<file path="src/rtl/fetch_pkg.sv">
// Shared fetch-side definitions: FSM state encoding and bundle geometry helpers.
// Latency: none (types and constants only).
// Backpressure: not applicable.
package fetch_pkg;

  // Default number of functional units per bundle; instructionCache uses the same value.
  localparam int unsigned FETCH_NFU = 2;

  // Default bundle geometry, in bytes and in byte-offset bits.
  localparam int unsigned FETCH_BUNDLE_BYTES = FETCH_NFU * 4;
  localparam int unsigned FETCH_OFFSET_BITS  = $clog2(FETCH_BUNDLE_BYTES);

  // Bundle size in bytes for a given functional-unit count.
  function automatic int unsigned bundle_bytes(input int unsigned nfu);
    return nfu * 4;
  endfunction

  // Number of low address bits that must be zero for a bundle-aligned address.
  function automatic int unsigned offset_bits(input int unsigned nfu);
    return $clog2(nfu * 4);
  endfunction

  typedef enum logic [2:0] {
    RESET   = 3'd0,
    REQ     = 3'd1,
    WAIT    = 3'd2,
    RETRY   = 3'd3,
    DELIVER = 3'd4,
    FAULT   = 3'd5
  } fetch_state_t;

endpackage

</file>
<file path="src/rtl/toggle_sync.sv">
// Two-flop synchronizer for a level/toggle signal crossing into clk.
// Latency: 2 clk cycles from input change to output change.
// Backpressure: none; input is sampled every cycle.
module toggle_sync (
  input  logic clk,
  input  logic rstN,
  input  logic d,
  output logic q
);

  logic meta;

  // Two-stage capture; both stages clear on reset so the toggle phase starts at 0.
  always_ff @(posedge clk or negedge rstN) begin
    if (!rstN) begin
      meta <= 1'b0;
      q    <= 1'b0;
    end else begin
      meta <= d;
      q    <= meta;
    end
  end

endmodule

</file>
<file path="src/rtl/fetch_unit.sv">
// Instruction fetch front end: one toggle-handshake cache request per bundle, line forwarded to decode.
// Latency: doFetch toggle at edge N -> bundleValid at N+3 on a hit; bundleValid-to-bundleValid best case 5 cycles.
// Backpressure: bundleReady low holds bundle/bundlePc stable and stops new requests until accepted.
module fetch_unit
  import fetch_pkg::*;
#(
  parameter int unsigned NFU                     = FETCH_NFU,
  parameter int unsigned PHYSICAL_ADDRESS_LENGTH = 56,
  parameter logic [PHYSICAL_ADDRESS_LENGTH-1:0] RESET_PC = '0,
  parameter int unsigned RETRY_CYCLES            = 4
) (
  input  logic                               clk,
  input  logic                               rstN,
  output logic [PHYSICAL_ADDRESS_LENGTH-1:0] fetchAddress,
  output logic                               doFetch,
  input  logic                               doneFetch,
  input  logic [NFU*32-1:0]                  fetchData,
  input  logic                               fetchMiss,
  input  logic                               redirect,
  input  logic [PHYSICAL_ADDRESS_LENGTH-1:0] redirectPc,
  output logic                               bundleValid,
  input  logic                               bundleReady,
  output logic [NFU*32-1:0]                  bundle,
  output logic [PHYSICAL_ADDRESS_LENGTH-1:0] bundlePc,
  output logic                               misalignedFault,
  output logic [15:0]                        missCount
);

  localparam int unsigned AW    = PHYSICAL_ADDRESS_LENGTH;
  localparam int unsigned BW    = NFU * 32;
  localparam int unsigned OFF_W = offset_bits(NFU);
  localparam int unsigned CNT_W = (RETRY_CYCLES > 1) ? $clog2(RETRY_CYCLES) : 1;
  localparam logic [AW-1:0]    PC_STEP   = AW'(bundle_bytes(NFU));
  localparam logic [CNT_W-1:0] RETRY_END = CNT_W'(RETRY_CYCLES - 1);
  localparam logic [15:0]      MISS_MAX  = 16'hFFFF;

  fetch_state_t     state, state_nxt;
  logic [AW-1:0]    pc, pc_nxt;
  logic             discard, discard_nxt;
  logic [CNT_W-1:0] retry_cnt, retry_cnt_nxt;
  logic             do_fetch_nxt;
  logic [AW-1:0]    fetch_addr_nxt;
  logic             bundle_vld_nxt;
  logic [BW-1:0]    bundle_nxt;
  logic [AW-1:0]    bundle_pc_nxt;
  logic             fault_nxt;
  logic [15:0]      miss_cnt_nxt;

  logic done_sync;
  logic idle;
  logic accept;
  logic redirect_misaligned;

  toggle_sync u_done_sync (
    .clk  (clk),
    .rstN (rstN),
    .d    (doneFetch),
    .q    (done_sync)
  );

  // No request is in flight once the synchronized response phase matches the request phase.
  assign idle                = (done_sync == doFetch);
  assign accept              = bundleValid & bundleReady;
  assign redirect_misaligned = |redirectPc[OFF_W-1:0];

  // State, PC and all output registers update together from the next-state logic.
  always_ff @(posedge clk or negedge rstN) begin
    if (!rstN) begin
      state           <= RESET;
      pc              <= RESET_PC;
      discard         <= 1'b0;
      retry_cnt       <= '0;
      doFetch         <= 1'b0;
      fetchAddress    <= RESET_PC;
      bundleValid     <= 1'b0;
      bundle          <= '0;
      bundlePc        <= '0;
      misalignedFault <= 1'b0;
      missCount       <= '0;
    end else begin
      state           <= state_nxt;
      pc              <= pc_nxt;
      discard         <= discard_nxt;
      retry_cnt       <= retry_cnt_nxt;
      doFetch         <= do_fetch_nxt;
      fetchAddress    <= fetch_addr_nxt;
      bundleValid     <= bundle_vld_nxt;
      bundle          <= bundle_nxt;
      bundlePc        <= bundle_pc_nxt;
      misalignedFault <= fault_nxt;
      missCount       <= miss_cnt_nxt;
    end
  end

  // Next-state and datapath: redirect overrides everything, otherwise the per-state action applies.
  always_comb begin
    state_nxt      = state;
    pc_nxt         = pc;
    discard_nxt    = discard;
    retry_cnt_nxt  = retry_cnt;
    do_fetch_nxt   = doFetch;
    fetch_addr_nxt = fetchAddress;
    bundle_vld_nxt = bundleValid;
    bundle_nxt     = bundle;
    bundle_pc_nxt  = bundlePc;
    fault_nxt      = misalignedFault;
    miss_cnt_nxt   = missCount;

    if (redirect) begin
      if (redirect_misaligned) begin
        // Fault parks the unit; any in-flight response is absorbed later because REQ waits for idle.
        fault_nxt      = 1'b1;
        bundle_vld_nxt = 1'b0;
        discard_nxt    = 1'b0;
        state_nxt      = FAULT;
      end else begin
        pc_nxt    = redirectPc;
        fault_nxt = 1'b0;
        if (state == WAIT) begin
          // Keep waiting so the stale response is consumed and dropped before re-requesting.
          discard_nxt = 1'b1;
          state_nxt   = WAIT;
        end else begin
          discard_nxt    = 1'b0;
          bundle_vld_nxt = 1'b0;
          state_nxt      = REQ;
        end
      end
    end else begin
      case (state)
        RESET: begin
          state_nxt = REQ;
        end

        REQ: begin
          // Only one request may be outstanding, so hold off until the previous toggle is answered.
          if (idle) begin
            do_fetch_nxt   = ~doFetch;
            fetch_addr_nxt = pc;
            state_nxt      = WAIT;
          end
        end

        WAIT: begin
          if (idle) begin
            if (discard) begin
              discard_nxt = 1'b0;
              state_nxt   = REQ;
            end else if (fetchMiss) begin
              if (missCount != MISS_MAX) begin
                miss_cnt_nxt = missCount + 16'd1;
              end
              retry_cnt_nxt = '0;
              state_nxt     = RETRY;
            end else begin
              bundle_nxt     = fetchData;
              bundle_pc_nxt  = pc;
              bundle_vld_nxt = 1'b1;
              state_nxt      = DELIVER;
            end
          end
        end

        RETRY: begin
          if (retry_cnt == RETRY_END) begin
            state_nxt = REQ;
          end else begin
            retry_cnt_nxt = retry_cnt + 1'b1;
          end
        end

        DELIVER: begin
          if (accept) begin
            pc_nxt         = pc + PC_STEP;
            bundle_vld_nxt = 1'b0;
            state_nxt      = REQ;
          end
        end

        FAULT: begin
          bundle_vld_nxt = 1'b0;
        end

        default: begin
          state_nxt = RESET;
        end
      endcase
    end
  end

endmodule

</file>
<file path="config.mk">
export PLATFORM = sky130hd
export DESIGN_NAME = fetch_unit
export DESIGN_NICKNAME = d
export VERILOG_FILES = /design/src/rtl/fetch_pkg.sv /design/src/rtl/toggle_sync.sv /design/src/rtl/fetch_unit.sv
export SDC_FILE = /design/constraint.sdc
export NUM_CORES = 1
export LEC_CHECK = 0
export CORE_MARGIN = 10
export CORE_UTILIZATION = 48
export CTS_CLUSTER_SIZE = 40
export DETAILED_ROUTE_END_ITERATION = 8
export PLACE_DENSITY = 0.88
export SETUP_SLACK_MARGIN = 0.05
export SYNTH_ARGS = -nofsm -noshare
export SYNTH_HDL_FRONTEND = slang
export SYNTH_HIERARCHICAL = 1
export SYNTH_SLANG_ARGS = --single-unit
</file>
<file path="constraint.sdc">
create_clock -name clk -period 2.25 [get_ports clk]
set_input_delay 0.225 -clock clk [delete_from_list [all_inputs] [get_ports clk]]
set_output_delay 0.225 -clock clk [all_outputs]
set_load 0.1 [all_outputs]
</file>
==> key figures, run 1 <==
Floorplanning
  • # rows: 56
  • Ports: 321
  • Die X: 175 microns
  • Die Y: 175 microns
  • Full die area: 30600 sq um
  • Starting density of the core: 0.490
  • Core area: between 20000 and 25000 sq um

Power
  • Worst vdd ir: 0.793 mV
  • Net Switching: roughly 8.6 mW
  • Internal Pwr Total: 9.96 mW
  • Cell Pwr Density: 1160 nW/um^2
  • Design Power: between 15 and 20 mW
  • Sw Ratio: 0.463
  • Clk pwr share: 0.241
  • Leak pwr: roughly 7.6 nW
  • Comb pwr share: 0.439
  • Seq pwr share: 0.321

Place
  • Post-DP Area: approximately 15000 sq um
  • Placed cells: 1586
  • Placer congestion estimate: 0.904
  • Post-place setup slack: -0.00817 ns
  • I/O Buffers: 320
  • Hpwl dp: around 26 mm

Detailed routing
  • Post-route ant nets: 0
  • DR vias: 9390
  • Initial DRT Pass Iterations: 5
  • Detailed Route WL: 35.3 mm
  • Per-cell routed wire length: 21.5 microns
  • DRT iter0 DRCs: about 830
  • Via density: 5.71
  • Number of remaining DRC errors: 0

Outcome
  • Status: completed

Clock network
  • Root Buffer: clkbuf_16
  • CTS sink count: 259
  • CTS buffer count: 28
  • CTS tree: built
  • H-Tree Level Count: 1
  • Clk pin slew, worst setup/hold paths: 0.06 ns
  • Skew-Pair Late Insertion Delay: 0.55 ns
  • Deepest clock path buffer count: 3

STA
  • Final setup fails: 0
  • Fin. max-slew vios: 0
  • Final period util: 0.953
  • Final Hold Vio Count: 0
  • Sum Neg Setup Slack: 0 ns
  • Clock skew: 0.0263 ns
  • Final setup margin: 0.106 ns
  • Fmax: 466 MHz
  • Hold slack: ~0.15 ns
  • Slew @ Worst Pin: 0.605 ns
  • Crit path time final: 2.14 ns
  • Headroom to the max-slew limit: 0.596
  • RSZ-0062 raised after global routing: true

Global routing
  • Initial antenna violation count: 10
  • Largest net degree at the start of global routing: 78
  • First-pass GRT wire length: 54.6 mm
  • GRT Total Usage: 0.218
  • Total grt overflow: 0
  • Vias in the first global route: 9608

Cells and area
  • Area growth syn-to-layout: 39.0%
  • Layout cells sized above 1: 0.394
  • Design area: 16000 sq um
  • Final #Nets: ~1400
  • Fin cells: 1645
  • Final core utilization: 0.681

Setup path
  • Crit Path Category: flip-flop to flip-flop
  • CP arrival: 2.56 ns
  • Critical Path Sink Type: flip-flop
  • Req. time, crit path: 2.67 ns
  • Worst setup SP type: flip-flop
  • Worst-path fanout max: 9

Synthesis
  • Post-synth ARST share: 1.00
  • Top FF cell, synth: dfrtp_1
  • Syn_nets: roughly 1100
  • Sequential area share after synthesis: 0.562
  • EDFF count, synth: 0
  • Syn avg cell area: 12.1 sq um
  • Number of synthesis warnings: 6
  • Yosys reg bits: approximately 260
  • Cell area after synthesis: 11500 sq um
  • Syn Inst Count: approximately 950
  • Distinct cell type count of the synthesized netlist: 63

Flow run
  • Max cap viols: 0

Min path
  • Min-Delay Path Class: primary input to flip-flop
## cell families after synthesis
family,share of synthesized area
AOI/OAI and AO/OA,0.0821
xor gates and xnor gates,0.0129
adders and majority gates,0.00325
buffers and inverters,0.0285
DFF,0.562
muxes,0.192
and+or+nand+nor,0.120
## final timing paths
path / from / slack (ns) / to / cells past startpoint
setup / recovery: pc[8] / 0.11 / pc[44] / 6
hold / removal: doneFetch / 0.15 / u_done_sync/meta / 1
setup reg to reg: pc[8] / 0.11 / pc[44] / 6
hold reg to reg: u_done_sync/meta / 0.35 / u_done_sync/q / 0
max in group asynchronous: rstN / 1.19 / fetchAddress[43] / 3
min in group asynchronous: rstN / 0.26 / bundlePc[2] / 2
## layer usage
layer  vias up  global-route usage  wire length (microns)
li1       4185                   -                      -
met1      4666               0.264                  13700
met2       445               0.359                  17100
met3        86              0.0737                   3280
met4         8              0.0714                   1140
met5         -                   0                     52
## cell usage in the layout, fill, tap and decap left out, types with 24 or more instances in the layout
master | synthesis | final
nand2_1 | 61 | 58
clkdlybuf4s50_1 | 0 | 123
o21ai_0 | 30 | 30
nor3_1 | 29 | 26
buf_4 | 2 | 243
nor2_1 | 48 | 47
mux2i_1 | 24 | 24
dfrtp_1 | 259 | 242
clkbuf_16 | 0 | 30
mux2_2 | 175 | 175
a21oi_1 | 48 | 48
## sequential cells by signal (all words and copies together) (netlist names)
name / flops
bundlePc: 56
u_done_sync/meta: 1
fetchAddress: 56
bundle: 64
state: 3
missCount: 16
doFetch: 1
misalignedFault: 1
retry_cnt: 2
discard: 1
u_done_sync/q: 1
pc: 56
bundleValid: 1
## cell type report
type | count | area [sq um]
diodes | 6 | 15.0
flip-flops and latches | 259 | 6520
clock buffers | 44 | 832
repair buffers | 382 | 3340
fillers | 1740 | 7500
clock inverters | 5 | 53.8
inverters | 10 | 37.5
well taps | 319 | 399
multi-input cells | 620 | 4840
## power by group through the flow
stage | registers, mW | logic [mW] | clock network, mW
after CTS | 5.94 | 8.17 | 4.56
after detailed placement | 6.01 | 8.15 | 0
after floorplan | 10.8 | 1.21 | 0
after global placement | 5.95 | 8.06 | 0
final | 5.95 | 8.14 | 4.47
after global routing | 6.05 | 8.40 | 4.72
## synth_stat cells, drive strengths merged, types with 3 or more instances
master	count	area [sq um]
o21ai	34	170
and3	15	93.8
inv	10	37.5
nand2b	5	31.3
nand4	23	144
dfrtp	259	6480
xnor2	12	105
mux2i	24	240
buf	35	179
nand2	61	229
a22o	3	26.3
or3	6	37.5
nor2	48	180
a22oi	20	150
a211oi	3	22.5
mux2	175	1970
and2	8	50.1
nand3	21	133
ha	3	37.5
nor4	7	101
a221o	4	40.0
o22ai	22	138
xor2	5	43.8
and4	7	61.3
nor3	35	205
a21oi	48	240
a31oi	4	25.0
clkbuf	29	113
## critical path: stages (launching register included)
cell and delay, ns:
dfrtp_1 0.43, nand4_1 0.22, nor4_4 0.40, nand3_4 0.24, nor4_2 0.40, mux2i_1 0.24, a21oi_1 0.08
## what timing repair did
action	in CTS	in global routing
hold buffers	1	0
endpoints found under the hold margin	72	0
endpoints found under the setup margin	43	137
cloned	0	1
gates resized for setup	2	19
setup buffers	0	2
pin swaps	0	6
Note: power is estimated with default switching activity, not from simulation.
==> inputs of run 2 (changes only) <==
--- a/config.mk
+++ b/config.mk
@@ -9,7 +9,8 @@
 export CORE_UTILIZATION = 48
 export CTS_CLUSTER_SIZE = 40
 export DETAILED_ROUTE_END_ITERATION = 8
-export PLACE_DENSITY = 0.88
+export HOLD_SLACK_MARGIN = 0.1
+export PLACE_DENSITY = 0.89
 export SETUP_SLACK_MARGIN = 0.05
 export SYNTH_ARGS = -nofsm -noshare
 export SYNTH_HDL_FRONTEND = slang
==> run 2 against run 1 <==
Combinational power is 0.7% lower. Register-to-register slack barely moved. Global-route usage decreased by 0.090 points. Die area is the same. Via count decreased by 1.7%. Highest routed layer unchanged. Sequential power about the same. Final area decreased by 0.96%. Largest cell class unchanged. Hold slack got worse by 0.0045 ns. Critical path depth rose by 1. Critical endpoint is now pc[45]. Fmax down 0.24%. Largest power group unchanged.
==> key figures, run 2 (synthesized netlist as in run 1, its figures left out) <==
Place
  • Post-DP Area: 15000 sq um (about the same)
  • Post-place setup slack: -0.0636 ns (was -0.00817 ns)
  • Placed cells: 1587 (was 1586)
  • Placer congestion estimate: 0.925 (was 0.904)
  • I/O Buffers: 320 (unchanged)
  • Hpwl dp: 26.0 mm (was 25.7 mm)

Min path
  • Min-Delay Path Class: primary input to flip-flop (unchanged)
  • Worst Hold Depth: 1 (unchanged)

Floorplanning
  • Full die area: 30600 sq um (unchanged)
  • Die Y: 175 microns (unchanged)
  • Core area: 23500 sq um (unchanged)
  • # rows: 56 (unchanged)
  • Starting density of the core: 0.490 (unchanged)
  • Die X: 175 microns (unchanged)
  • Ports: 321 (unchanged)

Cells and area
  • Flip-flop count of the largest register after layout: 64 (unchanged)
  • Final #Nets: 1432 (was 1430)
  • Area growth syn-to-layout: 37.6% (was 39.0%)
  • Commonest non-fill, non-tap cell in the layout: buf_4 (unchanged)
  • Design area: 15900 sq um (was 16000 sq um)
  • Largest reg by FF count: bundle (unchanged)
  • Layout cells sized above 1: 0.393 (was 0.394)
  • Most frequent cells in the layout: buf_4, dfrtp_1, mux2_2, clkdlybuf4s50_1, nand2_1 (unchanged)
  • Fin cells: 1644 (was 1645)

STA
  • Final setup fails: 0 (unchanged)
  • Slew @ Worst Pin: 0.547 ns (was 0.605 ns)
  • Fmax: 465 MHz (was 466 MHz)
  • Hold slack: 0.149 ns (was 0.154 ns)
  • Final period util: 0.955 (was 0.953)
  • Crit path time final: 2.15 ns (was 2.14 ns)
  • Headroom to the max-slew limit: 0.634 (was 0.596)
  • Final Hold Vio Count: 0 (unchanged)
  • Final setup margin: 0.101 ns (was 0.106 ns)
  • Fin. max-slew vios: 0 (unchanged)
  • Clock skew: 0.0173 ns (was 0.0263 ns)
  • RSZ-0062 raised after global routing: true (unchanged)

Setup path
  • CP Buf/Inv Count: 0 (unchanged)
  • Worst-path fanout max: 5 (was 9)
  • Stages on worst setup path: 7 (was 6)
  • Worst setup SP type: flip-flop (unchanged)
  • Req. time, crit path: 2.68 ns (was 2.67 ns)
  • CP arrival: 2.57 ns (was 2.56 ns)
  • Critical-path cell list: ha_2 > nand2_1 > or4_4 > nor3_4 > nand3_2 > mux2i_1 > a22oi_1 (was nand4_1 > nor4_4 > nand3_4 > nor4_2 > mux2i_1 > a21oi_1)
  • Slowest CP cell: or4_4 (was dfrtp_1)
  • CP peak stage delay: 0.50 ns (was 0.43 ns)
  • Crit Path Category: flip-flop to flip-flop (unchanged)
  • CP delay by family, top: simple AND/OR/NAND/NOR gates (unchanged)
  • Reg2Reg Depth: 7 (was 6)
  • Critical Path Sink Type: flip-flop (unchanged)

Detailed routing
  • DRT iter0 DRCs: 682 (was 825)
  • Per-cell routed wire length: 21.4 microns (was 21.5 microns)
  • Number of remaining DRC errors: 0 (unchanged)
  • Post-route ant nets: 0 (unchanged)
  • Initial DRT Pass Iterations: 5 (unchanged)
  • Detailed Route WL: 35.1 mm (was 35.3 mm)
  • DR vias: 9226 (was 9390)
  • Via density: 5.61 (was 5.71)

Power
  • Worst vdd ir: 0.946 mV (was 0.793 mV)
  • Comb pwr share: 0.445 (was 0.439)
  • Net Switching: 8.50 mW (was 8.59 mW)
  • Cell Pwr Density: 1140 nW/um^2 (was 1160 nW/um^2)
  • Leak pwr: 7.48 nW (was 7.55 nW)
  • Clk pwr share: 0.227 (was 0.241)
  • Sw Ratio: 0.468 (was 0.463)
  • Internal Pwr Total: 9.67 mW (was 9.96 mW)
  • Seq pwr share: 0.328 (was 0.321)

Clock network
  • CTS sink count: 259 (unchanged)
  • Skew-Pair Late Insertion Delay: 0.52 ns (was 0.55 ns)
  • Deepest clock path buffer count: 3 (unchanged)
  • CTS tree: built (unchanged)
  • Clk pin slew, worst setup/hold paths: 0.06 ns (about the same)
  • H-Tree Level Count: 1 (unchanged)
  • Root Buffer: clkbuf_16 (unchanged)
  • CTS buffer count: 27 (was 28)

Global routing
  • Vias in the first global route: 9539 (was 9608)
  • First-pass GRT wire length: 54.3 mm (was 54.6 mm)
  • GRT Total Usage: 0.217 (was 0.218)
  • Largest net degree at the start of global routing: 71 (was 78)
  • Initial antenna violation count: 8 (was 10)
  • Total grt overflow: 0 (unchanged)

Outcome
  • Status: completed (unchanged)

Flow run
  • Max cap viols: 0 (unchanged)
-- run 2: what timing repair did --
action,in CTS,in global routing
endpoints found under the hold margin,259,0
buffers inserted,0,4
gates resized for setup,0,14
endpoints found under the setup margin,0,143
hold buffers,1,0
-- run 2: metal layers --
metal | part of all wire | GRT usage | wire length, microns | up-vias
met5 | 0.00051 | 0 | 18 | -
met4 | 0.028 | 0.0671 | 974 | 2
met3 | 0.089 | 0.0673 | 3130 | 61
met2 | 0.49 | 0.364 | 17100 | 393
met1 | 0.40 | 0.262 | 13900 | 4591
li1 | - | - | - | 4179
-- run 2: path summary, 6_finish.rpt --
| kind | startpoint | endpoint | slack (ns) |
|---|---|---|---|
| setup / recovery | pc[3] | pc[45] | 0.10 |
| hold / removal | doneFetch | u_done_sync/meta | 0.15 |
| setup reg to reg | pc[3] | pc[45] | 0.10 |
| hold reg to reg | u_done_sync/meta | u_done_sync/q | 0.35 |
| max in group asynchronous | rstN | discard | 1.31 |
| min in group asynchronous | rstN | missCount[1] | 0.19 |
-- run 2: final cells by class --
cell class                      instances  area (sq um)
Clock buffer                           37           733
Inverter                               10          37.5
Multi-Input combinational cell        620          4810
Fill cell                            1737          7660
Timing Repair Buffer                  385          3310
Tap cell                              319           399
Clock inverter                          8          70.1
Antenna cell                            6          15.0
Sequential cell                       259          6510
-- run 2: stage by stage --
step | power (mW) | setup TNS (ns) | utilization
global route | 18.8 | 0 | 0.674
global placement | 14.0 | -0.00748 | 0.635
finish | 18.2 | 0 | 0.675
CTS | 18.3 | 0 | 0.670
floorplan | 12.0 | 0 | -
detailed placement | 14.1 | -0.0947 | 0.635
-- run 2: power groups by stage --
stage	registers, mW	logic, mW	clock network, mW
2_1_floorplan	10.8	1.21	0
6_report	5.95	8.08	4.13
3_3_place_gp	5.96	8.01	0
5_1_grt	6.06	8.35	4.41
3_5_place_dp	6.01	8.11	0
4_1_cts	5.94	8.12	4.24
-- run 2: worst reg2reg max path, delay by kind of cell, from the launching register on --
kind,cells,cell delay [ns]
fa+ha+maj,1,0.24
compound gates,1,0.21
flops,1,0.41
mux,1,0.16
simple gates,4,1.04
==> inputs of run 3 (changes only) <==
==> constraint.sdc (replaced) <==
create_clock -name clk -period 2.35 [get_ports clk]
set_input_delay 0.235 -clock clk [delete_from_list [all_inputs] [get_ports clk]]
set_output_delay 0.235 -clock clk [all_outputs]
set_load 0.1 [all_outputs]
==> run 3 against run 2 <==
Final cell count is 0.49% lower. Clock power is 8.7% higher. Non-clock buffer count is 9 lower. Routed wire length is 2.5% lower. Flip-flop and latch count stayed put. Total power is 1.6% lower. Highest routed layer unchanged.
==> key figures, run 3 (synthesized netlist as in run 1, its figures left out) <==
Outcome
  • Status: completed (unchanged)

Setup path
  • Req. time, crit path: 2.76 ns (was 2.68 ns)
  • CP peak stage delay: 0.51 ns (was 0.50 ns)
  • CP arrival: 2.60 ns (was 2.57 ns)
  • CP delay by family, top: simple AND/OR/NAND/NOR gates (unchanged)
  • Critical Path Sink Type: flip-flop (unchanged)
  • Worst-path fanout max: 66 (was 5)
  • Worst setup SP type: flip-flop (unchanged)
  • Critical-path cell list: nor4b_2 > nand2_1 > nor3_2 > clkbuf_16 > mux2_2 (was ha_2 > nand2_1 > or4_4 > nor3_4 > nand3_2 > mux2i_1 > a22oi_1)
  • CP Buf/Inv Count: 1 (was 0)
  • Crit Path Category: flip-flop to flip-flop (unchanged)
  • Slowest CP cell: dfrtp_1 (was or4_4)

Clock network
  • Deepest clock path buffer count: 3 (unchanged)
  • CTS tree: built (unchanged)
  • Skew-Pair Late Insertion Delay: 0.53 ns (was 0.52 ns)
  • CTS sink count: 259 (unchanged)
  • Root Buffer: clkbuf_16 (unchanged)
  • CTS buffer count: 28 (was 27)
  • Clk pin slew, worst setup/hold paths: 0.06 ns (about the same)
  • H-Tree Level Count: 1 (unchanged)

Floorplanning
  • Full die area: 30600 sq um (unchanged)
  • # rows: 56 (unchanged)
  • Ports: 321 (unchanged)
  • Core area: 23500 sq um (unchanged)
  • Die X: 175 microns (unchanged)
  • Starting density of the core: 0.490 (unchanged)
  • Die Y: 175 microns (unchanged)

Global routing
  • Met1 Resource Use GR: 0.268 (was 0.262)
  • Largest net degree at the start of global routing: 67 (was 71)
  • Vias in the first global route: 9593 (was 9539)
  • Most used routing layer: met2 (unchanged)
  • GR Util met3: 0.0660 (was 0.0673)
  • Total grt overflow: 0 (unchanged)
  • Met2 Track Usage GR: 0.360 (was 0.364)
  • First-pass GRT wire length: 53.8 mm (was 54.3 mm)
  • GRT Total Usage: 0.216 (was 0.217)
  • Initial antenna violation count: 6 (was 8)

Place
  • Post-DP Area: 14900 sq um (was 15000 sq um)
  • Placed cells: 1580 (was 1587)
  • Placer congestion estimate: 0.843 (was 0.925)
  • Hpwl dp: 25.0 mm (was 26.0 mm)
  • Post-place setup slack: -0.0414 ns (was -0.0636 ns)
  • I/O Buffers: 320 (unchanged)

Power
  • Internal Pwr Total: 9.72 mW (was 9.67 mW)
  • Comb pwr share: 0.430 (was 0.445)
  • Clk pwr share: 0.251 (was 0.227)
  • Sw Ratio: 0.457 (was 0.468)
  • Cell Pwr Density: 1120 nW/um^2 (was 1140 nW/um^2)
  • Seq pwr share: 0.318 (was 0.328)
  • Worst vdd ir: 0.895 mV (was 0.946 mV)
  • Design Power: 17.9 mW (was 18.2 mW)
  • Net Switching: 8.16 mW (was 8.50 mW)
  • Leak pwr: 7.53 nW (was 7.48 nW)

STA
  • Fin. max-slew vios: 0 (unchanged)
  • Clock skew: 0.0101 ns (was 0.0173 ns)
  • Final period util: 0.933 (was 0.955)
  • Hold slack: 0.179 ns (was 0.149 ns)
  • Slew @ Worst Pin: 0.650 ns (was 0.547 ns)
  • Final Hold Vio Count: 0 (unchanged)
  • Headroom to the max-slew limit: 0.566 (was 0.634)
  • Fmax: 456 MHz (was 465 MHz)
  • RSZ-0062 raised after global routing: true (unchanged)
  • Final setup fails: 0 (unchanged)
  • Final setup margin: 0.158 ns (was 0.101 ns)
  • Sum Neg Setup Slack: 0 ns (unchanged)
  • Crit path time final: 2.19 ns (was 2.15 ns)

Cells and area
  • Fin cells: 1636 (was 1644)
  • Flip-flop count of the largest register after layout: 64 (unchanged)
  • Area growth syn-to-layout: 37.9% (was 37.6%)
  • Final #Nets: 1424 (was 1432)
  • Commonest non-fill, non-tap cell in the layout: dfrtp_1 (was buf_4)
  • Largest reg by FF count: bundle (unchanged)
  • Design area: 15900 sq um (about the same)
  • Final core utilization: 0.676 (was 0.675)
  • Layout cells sized above 1: 0.390 (was 0.393)
  • Most frequent cells in the layout: dfrtp_1, buf_4, mux2_2, clkdlybuf4s50_1, nand2_1 (was buf_4, dfrtp_1, mux2_2, clkdlybuf4s50_1, nand2_1)

Detailed routing
  • Per-cell routed wire length: 20.9 microns (was 21.4 microns)
  • DRT iter0 DRCs: 606 (was 682)
  • DR vias: 9130 (was 9226)
  • Detailed Route WL: 34.2 mm (was 35.1 mm)
  • Post-route ant nets: 0 (unchanged)
  • Via density: 5.58 (was 5.61)
  • Number of remaining DRC errors: 0 (unchanged)
  • Initial DRT Pass Iterations: 5 (unchanged)

Flow run
  • Max cap viols: 0 (unchanged)

Min path
  • Min-Delay Path Class: primary input to flip-flop (unchanged)
## run 3: cell types whose count changed in the layout (fill, tap and decap cells not counted), sizes merged
cell      before  now
clkbuf        38   40
buf          260  251
clkinvlp       2    1
diode          6    2
bufinv         1    3
clkinv         5    7
## run 3: power by group through the flow
stage,logic (mW),registers [mW],clock network [mW]
after detailed placement,7.72,5.76,0
after CTS,7.74,5.69,4.59
after global routing,7.95,5.79,4.75
after floorplan,1.16,10.4,0
final,7.70,5.69,4.49
after global placement,7.64,5.70,0
## run 3: area by class of cell
type,count,area (sq um)
Tap cell,319,399
Multi-Input combinational cell,620,4780
Sequential cell,259,6500
Antenna cell,2,5.00
Inverter,10,37.5
Clock buffer,39,823
Fill cell,1714,7620
Clock inverter,11,133
Timing Repair Buffer,376,3240
## run 3: final timing paths
path                             startpoint          endpoint  slack, ns  depth (start not counted)
setup / recovery                   state[0]        bundle[40]       0.16                          5
hold reg to reg            u_done_sync/meta     u_done_sync/q       0.35                          0
min in group asynchronous              rstN      bundlePc[18]       0.25                          2
hold / removal                    doneFetch  u_done_sync/meta       0.18                          1
max in group asynchronous              rstN            pc[16]       1.29                          3
setup reg to reg                   state[0]        bundle[40]       0.16                          5
## run 3: layer usage
| metal | up-vias | part of all wire |
|---|---|---|
| met3 | 62 | 0.091 |
| met1 | 4495 | 0.40 |
| met2 | 407 | 0.48 |
| li1 | 4160 | - |
| met5 | - | 0.0012 |
| met4 | 6 | 0.019 |
## run 3: repair_timing
action,4_1_cts,5_1_grt
hold endpoints to repair,108,0
hold buffers,1,0
buffers inserted,0,3
gates resized for setup,0,5
setup endpoints to repair,0,32
==> RTL edit 1: new RTL, config.mk and constraints of run 2 <==
Register the output `missCount` once more, with the module's reset; this adds one clock of latency there. The other outputs are not delayed to match.
--- a/src/rtl/fetch_unit.sv
+++ b/src/rtl/fetch_unit.sv
@@ -34,6 +34,8 @@
   localparam logic [CNT_W-1:0] RETRY_END = CNT_W'(RETRY_CYCLES - 1);
   localparam logic [15:0]      MISS_MAX  = 16'hFFFF;
 
+  logic [15:0] missCount_s0;
+
   fetch_state_t     state, state_nxt;
   logic [AW-1:0]    pc, pc_nxt;
   logic             discard, discard_nxt;
@@ -76,7 +78,7 @@
       bundle          <= '0;
       bundlePc        <= '0;
       misalignedFault <= 1'b0;
-      missCount       <= '0;
+      missCount_s0    <= '0;
     end else begin
       state           <= state_nxt;
       pc              <= pc_nxt;
@@ -88,7 +90,7 @@
       bundle          <= bundle_nxt;
       bundlePc        <= bundle_pc_nxt;
       misalignedFault <= fault_nxt;
-      missCount       <= miss_cnt_nxt;
+      missCount_s0    <= miss_cnt_nxt;
     end
   end
 
@@ -104,7 +106,7 @@
     bundle_nxt     = bundle;
     bundle_pc_nxt  = bundlePc;
     fault_nxt      = misalignedFault;
-    miss_cnt_nxt   = missCount;
+    miss_cnt_nxt   = missCount_s0;
 
     if (redirect) begin
       if (redirect_misaligned) begin
@@ -147,8 +149,8 @@
               discard_nxt = 1'b0;
               state_nxt   = REQ;
             end else if (fetchMiss) begin
-              if (missCount != MISS_MAX) begin
-                miss_cnt_nxt = missCount + 16'd1;
+              if (missCount_s0 != MISS_MAX) begin
+                miss_cnt_nxt = missCount_s0 + 16'd1;
               end
               retry_cnt_nxt = '0;
               state_nxt     = RETRY;
@@ -188,5 +190,13 @@
     end
   end
 
+  always_ff @(posedge clk or negedge rstN) begin
+    if (!rstN) begin
+      missCount <= '0;
+    end else begin
+      missCount <= missCount_s0;
+    end
+  end
+
 endmodule
 
Check against the original RTL: not equivalent (a bounded check fails within 4 cycles, from zero or initial values and one cycle with rstN low).
==> RTL edit 1 against run 2 <==
- count of clock-buffer cells in the layout up 5
- critical endpoint is now pc[41]$_DFFE_PN0P_
- sequential cell count rose by 16
- clock power up 17%
- worst hold slack improved by 0.0074 ns
- area after synthesis increased by 4.6%
- total power is 18% higher
- wire length increased by 7.8%
- first-iteration DRC count rose by 34%
- setup slack improved by 0.0063 ns
- design area increased by 5.2%
- die area up 4.0%
==> RTL edit 1: results (changes against run 2) <==
stage,metric,value,unit,change
grt,initial antenna violation count,3,,-5
setup_path,CP max FO,10,,+5
clock_network,CTS Buf Count,29,,+7.4%
yosys,Synth Net Count,1115,,+3.0%
yosys,Post-Synth XOR/XNOR Area,0.0123,,-0.000563
layout,Non-Clock Buffer Area Fraction,0.209,,+0.000695
yosys,Commonest cells post-synth,"dfrtp_1 (275), mux2_2 (179), nand2_1 (52)",,
yosys,cells after synthesis,986,,+3.5%
grt,grt met1 use,0.274,,+0.0114
clock_network,Clock Latency Late Sink,0.55,ns,+0.03 ns
grt,met2 Use GR,0.383,,+0.0193
layout,Seq cells,275,,+6.2%
layout,#MultiIn Comb,632,,+1.9%
grt,Tot GR Track Use,0.226,,+0.00905
setup_path,worst r2r dst,pc[41]$_DFFE_PN0P_,,
layout,# nets final,1474,,+2.9%
layout,Layout clock area frac,0.0593,,+0.00875
layout,Seq/total area,0.412,,+0.00199
placed_design,Placed Area,0.0156,mm^2,+4.6%
yosys,mux cell area share after synthesis,0.181,,-0.0104
placed_design,post-DP HPWL,27700,um,+6.2%
layout,Non-clk invs,6,,-4
sta,skew final,0.0221,ns,+0.00481 ns
layout,# clk buffers,42,,+14%
power,worst vdd ir,0.00130,V,+37%
layout,multi-input logic area,0.00491,mm^2,+2.1%
grt,met3 usage,0.0717,,+0.00441
layout,multi-input combinational area share,0.294,,-0.00876
sta,Min Hold Slack,0.157,ns,+0.00740 ns
layout,n_diodes,1,,-5
setup_path,Worst Path Arrival,2.54,ns,-0.03 ns
yosys,"top cells by area, synth","dfrtp_1 (57%), mux2_2 (17%), o22ai_1 (2.1%)",,
outcome,status,finished clean,,
grt,vias in the first global route,10100,,+5.5%
grt,largest net degree at the start of global routing,67,,-5.6%
layout,Non-clk bufs,401,,+4.2%
yosys,complex-gate fraction of the synthesized area,0.0814,,-0.000680
## RTL edit 1: worst max-delay path, cell delays in order (launching register included)
cell,delay [ns]
dfrtp_1,0.35
ha_2,0.22
nand3_2,0.12
or4_1,0.43
buf_4,0.22
nor4_2,0.33
mux2i_1,0.23
a21oi_1,0.08
## RTL edit 1: per-layer routing
layer	share of wire	vias up
met4	0.023	2
met2	0.50	500
met1	0.37	4894
li1	-	4375
met5	0.00034	-
met3	0.10	79
## RTL edit 1: what timing repair did
item                                    in CTS  in global routing
endpoints found under the setup margin       4                 88
endpoints found under the hold margin       96                  0
gates resized for setup                      2                  8
setup buffers                                0                  3
pin swaps                                    0                  2
hold buffers                                 1                  0
cloned                                       0                  0
## RTL edit 1: report_power, final
group          internal [mW]  leakage, nW  switching, mW
combinational           2.30         3.76           7.85
clock                   2.85        0.494           1.99
sequential              5.91         3.75          0.614
total                   11.1         8.00           10.5
## RTL edit 1: how the worst max path moves through the flow
stage                              startpoint                      endpoint  slack (ns)  cells past startpoint
final                       pc[3]$_DFFE_PN0P_            pc[41]$_DFFE_PN0P_        0.11                      7
after global routing        pc[3]$_DFFE_PN0P_            pc[25]$_DFFE_PN0P_        0.04                      8
after CTS                   pc[3]$_DFFE_PN0P_            pc[41]$_DFFE_PN0P_        0.08                      7
after detailed placement        redirectPc[0]            pc[45]$_DFFE_PN0P_       -0.11                      7
after global placement          redirectPc[0]            pc[41]$_DFFE_PN0P_       -0.08                      7
after floorplan           doFetch$_DFFE_PN0P_  fetchAddress[10]$_DFFE_PN0P_        0.08                      6
==> RTL edit 2: new RTL, config.mk and constraints of run 2 <==
Made on the original files. `MISS_MAX`: 16'hFFFF -> 16'h7FFF.
--- a/src/rtl/fetch_unit.sv
+++ b/src/rtl/fetch_unit.sv
@@ -32,7 +32,7 @@
   localparam int unsigned CNT_W = (RETRY_CYCLES > 1) ? $clog2(RETRY_CYCLES) : 1;
   localparam logic [AW-1:0]    PC_STEP   = AW'(bundle_bytes(NFU));
   localparam logic [CNT_W-1:0] RETRY_END = CNT_W'(RETRY_CYCLES - 1);
-  localparam logic [15:0]      MISS_MAX  = 16'hFFFF;
+  localparam logic [15:0]      MISS_MAX  = 16'h7FFF;
 
   fetch_state_t     state, state_nxt;
   logic [AW-1:0]    pc, pc_nxt;
Function: same outputs for any inputs over 4 cycles, from zero or initial values and one cycle with rstN low; that may be too few to reach the edited logic, so the function may still have changed.
==> RTL edit 2 against run 2 <==
- design area decreased by 0.16%
- wire length increased by 1.0%
- sequential cell count unchanged
- area after synthesis decreased by 0.94%
- synthesized cell count decreased by 0.52%
- total power increased by 2.2%
- critical path depth decreased by 1
- setup slack improved by 0.030 ns
==> RTL edit 2: results (changes against run 2) <==
stage,metric,value,unit,change
power,comb pwr,8.05,mW,about the same
route,average wire per standard cell,21.7,um,+1.5%
layout,register area,0.00650,mm^2,-0.19%
grt,first-pass GRT wire length,55100,um,+1.5%
layout,# clk buffers,41,,+11%
layout,FILL cells,1663,,-4.3%
sta,Worst-Margin Slew,0.456,ns,-0.0915 ns
layout,Layout clock area frac,0.0576,,+0.00702
sta,skew final,0.0110,ns,-0.00633 ns
placed_design,Placed Area,0.0149,mm^2,-0.66%
grt,Tot GR Track Use,0.223,,+0.00637
clock_network,CTS Buf Count,28,,+3.7%
yosys,Synth Net Count,1077,,-0.46%
power,Switching Share,0.457,,-0.0104
layout,Non-Clock Buffer Area Fraction,0.209,,+0.000802
outcome,status,finished clean,,
route,Vias,9349,,+1.3%
grt,vias in the first global route,9642,,+1.1%
setup_path,CP peak stage delay,0.43,ns,-0.07 ns
setup_path,RR Startpoint,state[0]$_DFFE_PN0P_,,
grt,initial antenna violation count,10,,+2
layout,n_diodes,5,,-1
layout,# nets final,1424,,-0.56%
power,worst vdd ir,0.00105,V,+11%
yosys,Commonest cells post-synth,"dfrtp_1 (259), mux2_2 (172), nand2_1 (55)",,
layout,Non-clk bufs,381,,-1.0%
RTL edit 2: what timing repair did:
action / 4_1_cts / 5_1_grt
endpoints found under the hold margin: 259 / 0
gates resized for setup: 0 / 10
hold buffers: 1 / 0
setup endpoints to repair: 0 / 35
setup buffers: 0 / 4
RTL edit 2: cell families (layout without fill, tap and decap cells):
kind of cell,after synthesis,count (layout),synth area share
xor gates and xnor gates,17,17,0.0130
other,0,5,0
DFF,259,259,0.567
buffers and inverters,73,438,0.0283
adders and majority gates,3,3,0.00328
AOI/OAI and AO/OA,159,159,0.0861
muxes,199,199,0.193
and+or+nand+nor,238,238,0.109
RTL edit 2: metal layers:
| layer | vias to the layer above | GRT usage | part of all wire |
|---|---|---|---|
| met4 | 10 | 0.0545 | 0.019 |
| li1 | 4164 | - | - |
| met5 | - | 0 | 0.0019 |
| met3 | 61 | 0.0719 | 0.097 |
| met2 | 447 | 0.381 | 0.51 |
| met1 | 4667 | 0.268 | 0.38 |
